==> config.mk <==
export PLATFORM = sky130hd
export DESIGN_NAME = pulse_width_detector
export DESIGN_NICKNAME = d
export VERILOG_FILES = /design/src/rtl/pulse_width_detector.sv
export SDC_FILE = /design/constraint.sdc
export NUM_CORES = 1
export LEC_CHECK = 0
export BUFFER_PORTS_ARGS = -buffer_cell sky130_fd_sc_hd__buf_2
export CAP_MARGIN = 30
export CORE_ASPECT_RATIO = 1.5
export CORE_MARGIN = 5
export CORE_UTILIZATION = 45
export CTS_BUF_LIST = sky130_fd_sc_hd__clkbuf_2
export DETAILED_ROUTE_END_ITERATION = 10
export PLACE_DENSITY = 0.71
export RECOVER_POWER = 50
export SLEW_MARGIN = 20
export SYNTH_ARGS = -nofsm -noshare
export SYNTH_HDL_FRONTEND = slang
export SYNTH_SLANG_ARGS = --single-unit
==> constraint.sdc <==
create_clock -name clk -period 2.3 [get_ports clk]
set_clock_uncertainty 0.2 [all_clocks]
set_input_delay 0.345 -clock clk [delete_from_list [all_inputs] [get_ports clk]]
set_output_delay 0.345 -clock clk [all_outputs]
set_load 0.05 [all_outputs]
==> src/rtl/pulse_width_detector.sv <==
// Multi-channel pulse width detector with per-channel polarity.
// Flags in-range pulses, over-long pulses, edges and measured run length.
module pulse_width_detector #(
  parameter int N_CH    = 4,
  parameter int MIN_LEN = 1,
  parameter int MAX_LEN = 1,
  parameter int CNT_W   = $clog2(MAX_LEN + 2)
) (
  input  logic                  clk,
  input  logic                  rst,
  input  logic [N_CH-1:0]       a,
  input  logic [N_CH-1:0]       pol,
  output logic [N_CH-1:0]       rise,
  output logic [N_CH-1:0]       fall,
  output logic [N_CH-1:0]       detected,
  output logic [N_CH-1:0]       too_long,
  output logic [N_CH*CNT_W-1:0] last_len,
  output logic [N_CH-1:0]       len_valid,
  output logic                  any_detected
);

  localparam logic [CNT_W-1:0] SAT = CNT_W'(MAX_LEN + 1);
  localparam logic [CNT_W-1:0] LO  = CNT_W'(MIN_LEN);
  localparam logic [CNT_W-1:0] HI  = CNT_W'(MAX_LEN);

  for (genvar i = 0; i < N_CH; i++) begin : g_ch
    logic [CNT_W-1:0] cnt;
    logic [CNT_W-1:0] cnt_nxt;
    logic [CNT_W-1:0] len_q;
    logic             pol_q;
    logic             lv_q;
    logic             act;
    logic             ok;

    assign act = a[i] ^ pol[i];
    assign ok  = (pol[i] == pol_q);

    // A polarity change discards the current run.
    always_comb begin
      cnt_nxt = '0;
      if (ok && act) begin
        cnt_nxt = (cnt == SAT) ? cnt : cnt + CNT_W'(1);
      end
    end

    assign rise[i]     = ok & act & (cnt == '0);
    assign fall[i]     = ok & ~act & (cnt != '0);
    assign detected[i] = fall[i] & (cnt >= LO) & (cnt <= HI);
    assign too_long[i] = fall[i] & (cnt == SAT);

    always_ff @(posedge clk) begin
      if (rst) begin
        cnt   <= '0;
        pol_q <= 1'b0;
        len_q <= '0;
        lv_q  <= 1'b0;
      end else begin
        cnt   <= cnt_nxt;
        pol_q <= pol[i];
        lv_q  <= fall[i];
        if (fall[i]) begin
          len_q <= cnt;
        end
      end
    end

    assign last_len[i*CNT_W +: CNT_W] = len_q;
    assign len_valid[i]               = lv_q;
  end

  assign any_detected = |detected;

endmodule

==> impl_metrics.toml <==
[final_layout]
final_cell_mix = "buf_2 (27), buf_4 (18), dfxtp_1 (17)"
final_nets = 218
regArea_sq_um = 492
drive_gt1_frac = 0.418
fill_cells = 273
antenna_cells = 0
area_growth_pct = 39.5
multiInputGateArea_sq_um = 866
final_common_cell = "buf_2"

[run]
max_cap_viol_count = 0

[floorplan]
core_sq_um = 2880
dieArea_sq_um = 4160
ioPinCount = 39
die_h_microns = 76.6
rows = 24
start_util = 0.461
die_w_microns = 54.4

[routing]
drt_iter0_drc = 8
vias = 1187
totalWireLength_mm = 3.19
detail_route.wl_per_cell_microns = 13.7
viasPerCell = 5.09
ant_nets = 0
drc = 0
dr.pass1.iters = 4

[clocking]
cts_buffer_depth = 2
numCtsBuffers = 3
clock_latency_ps = 320
cts-hold-fix-buffers = 0
path_clk_slew_ps = 210
htree_num_levels = 1
cts_sinks = 24
root_buffer = "clkbuf_2"
cts_tree = "yes"

[timing]
drv_slew = 0
fin_crit_ps = 2530
worst_slew_pin_slew_ps = 1180
fin_setup_tns_ps = -647
fin_crit_sh = 1.10
setup_ws_ps = -232
fmax_mhz = 395
fin_worst_hold_slack_ps = 69.4
setup_viol = 4
hold_violations = 0
slew_headroom = 0.212
rsz0062_at_grt = "yes"

[setup_path]
r2r-start = "g_ch[0].cnt[0]"
critPathMaxFanout = 4
cp-start-kind = "flip-flop"
critPathCaptureType = "output port"
rr_worst_depth = 8
path_class = "flip-flop to output port"
worstReg2RegEnd = "g_ch[0].len_q[0]"
worst-r2r-setup-slack_ps = 320
required_ps = 1750
crit_arrival_ps = 1990

[grt]
grt_pass1_vias = 1205
grt_antenna_before_repair = 0
grt_overflow = 0
grt_max_degree = 31
grt_pass1_wl_mm = 5.02
grtUsageTotal = 0.157

[pwr]
p_sw_frac = 0.304
switchingPower_mw = 0.230
p_int_mw = 0.527
seq_power_share = 0.575
power.density_nw_per_um2 = 408
p_clk_frac = 0.206
max-vdd-ir-drop_uv = 272
power_leakage_nw = 0.791
finalPower_mw = 0.757
p_comb_frac = 0.219

[hold_path]
whs_endpoint = "g_ch[3].pol_q"
hp-class = "primary input to flip-flop"
hold_depth = 2
holdCritStartpoint = "pol[3]"

[placement]
port_buffers = 38
place.gp.congestion = 0.746
hpwl_mm = 2.21

[yosys]
ys_seq_area_frac = 0.362
synth_ff_type = "dfxtp_1"
yosysTopAreaCell = "dfxtp_1"
async_flop_share = 0
syn_nets = 166
yosys.area.top_type_share = 0.362
avgSynthCellArea_sq_um = 9.29
synth.distinct_cells = 27
syn_area_sq_um = 1330
synth_top_cells_by_area = "dfxtp_1 (36%), ha_1 (12%), mux2i_1 (7.5%)"
synth-edff-count = 0
syn_inst = 143
ys_ff_latch = 24
yosys_warnings = 0

[run_status]
outcome = "complete, but fails checks"
violations = "setup timing"
-- metrics by stage --
step                      instance area [sq um]   util  setup slack, ps  instances
after floorplan                            1380      -             -178        143
after global placement                     1600  0.556             73.0        216
after detailed placement                   1600  0.556             41.2        216
after CTS                                  1750  0.606             -204        228
after global routing                       1850  0.643             -333        233
final                                      1850  0.643             -232        233
-- layer usage --
| layer | vias to the layer above | wire, microns | track usage |
|---|---|---|---|
| li1 | 583 | - | - |
| met1 | 579 | 1120 | 0.156 |
| met2 | 23 | 1910 | 0.302 |
| met3 | 2 | 132 | 0.0196 |
| met4 | 0 | 21 | 0.0574 |
| met5 | - | 0 | 0 |
-- layout make-up --
type	count	share of cell area
multi-input combinational	100	0.467
sequential	24	0.265
timing repair buffer	54	0.204
inverter	12	0.0270
tap	39	0.0263
clock buffer	3	0.00810
clock inverter	1	0.00202
-- flip-flops by register name, indices dropped and copies added (netlist names) --
register    cells
g_ch.cnt        8
g_ch.lv_q       4
g_ch.pol_q      4
g_ch.len_q      8
-- worst max-delay path by stage --
stage	end	cells past startpoint	slack, ps	start
2_1_floorplan	any_detected	5	-180	g_ch[0].cnt[1]
3_3_place_gp	any_detected	5	70	a[0]
3_5_place_dp	any_detected	6	40	g_ch[0].cnt[1]
4_1_cts	any_detected	6	-200	g_ch[0].cnt[1]
5_1_grt	any_detected	6	-330	g_ch[0].cnt[0]
6_report	any_detected	6	-230	g_ch[0].cnt[0]
-- cell usage after synthesis, types with 4 or more instances --
master	number
mux2i_1	10
buf_4	4
nand3_1	5
inv_1	12
ha_1	13
nand2b_1	12
nor2_1	4
xor2_1	4
nor3_1	8
and3b_1	4
and2_1	4
dfxtp_1	24
a21oi_1	7
nor2b_1	11
-- what timing repair did --
item,CTS,global route
setup endpoints to repair,9,12
setup buffers,8,5
pin swaps,0,3
gates resized for setup,19,20
-- logic make-up after synthesis --
| logic type | share of synthesized area |
|---|---|
| muxes | 0.0753 |
| and+or+nand+nor | 0.265 |
| AOI/OAI and AO/OA | 0.0847 |
| xor gates and xnor gates | 0.0264 |
| adders and majority gates | 0.122 |
| DFF | 0.362 |
| buffers and inverters | 0.0650 |
-- critical path: stages, from the launching register on --
cell and delay, ps:
dfxtp_2 400, inv_4 50, ha_4 160, or4_4 450
a221oi_4 280, or4_4 180, buf_8 140
-- power groups by stage --
stage / sequential [mW] / clock (mW) / combinational (mW)
detailed placement: 0.443 / 0 / 0.140
global route: 0.437 / 0.183 / 0.178
CTS: 0.434 / 0.168 / 0.153
global placement: 0.443 / 0 / 0.135
finish: 0.435 / 0.156 / 0.166
floorplan: 0.443 / 0 / 0.103
Power figures use the tool's default switching activity.
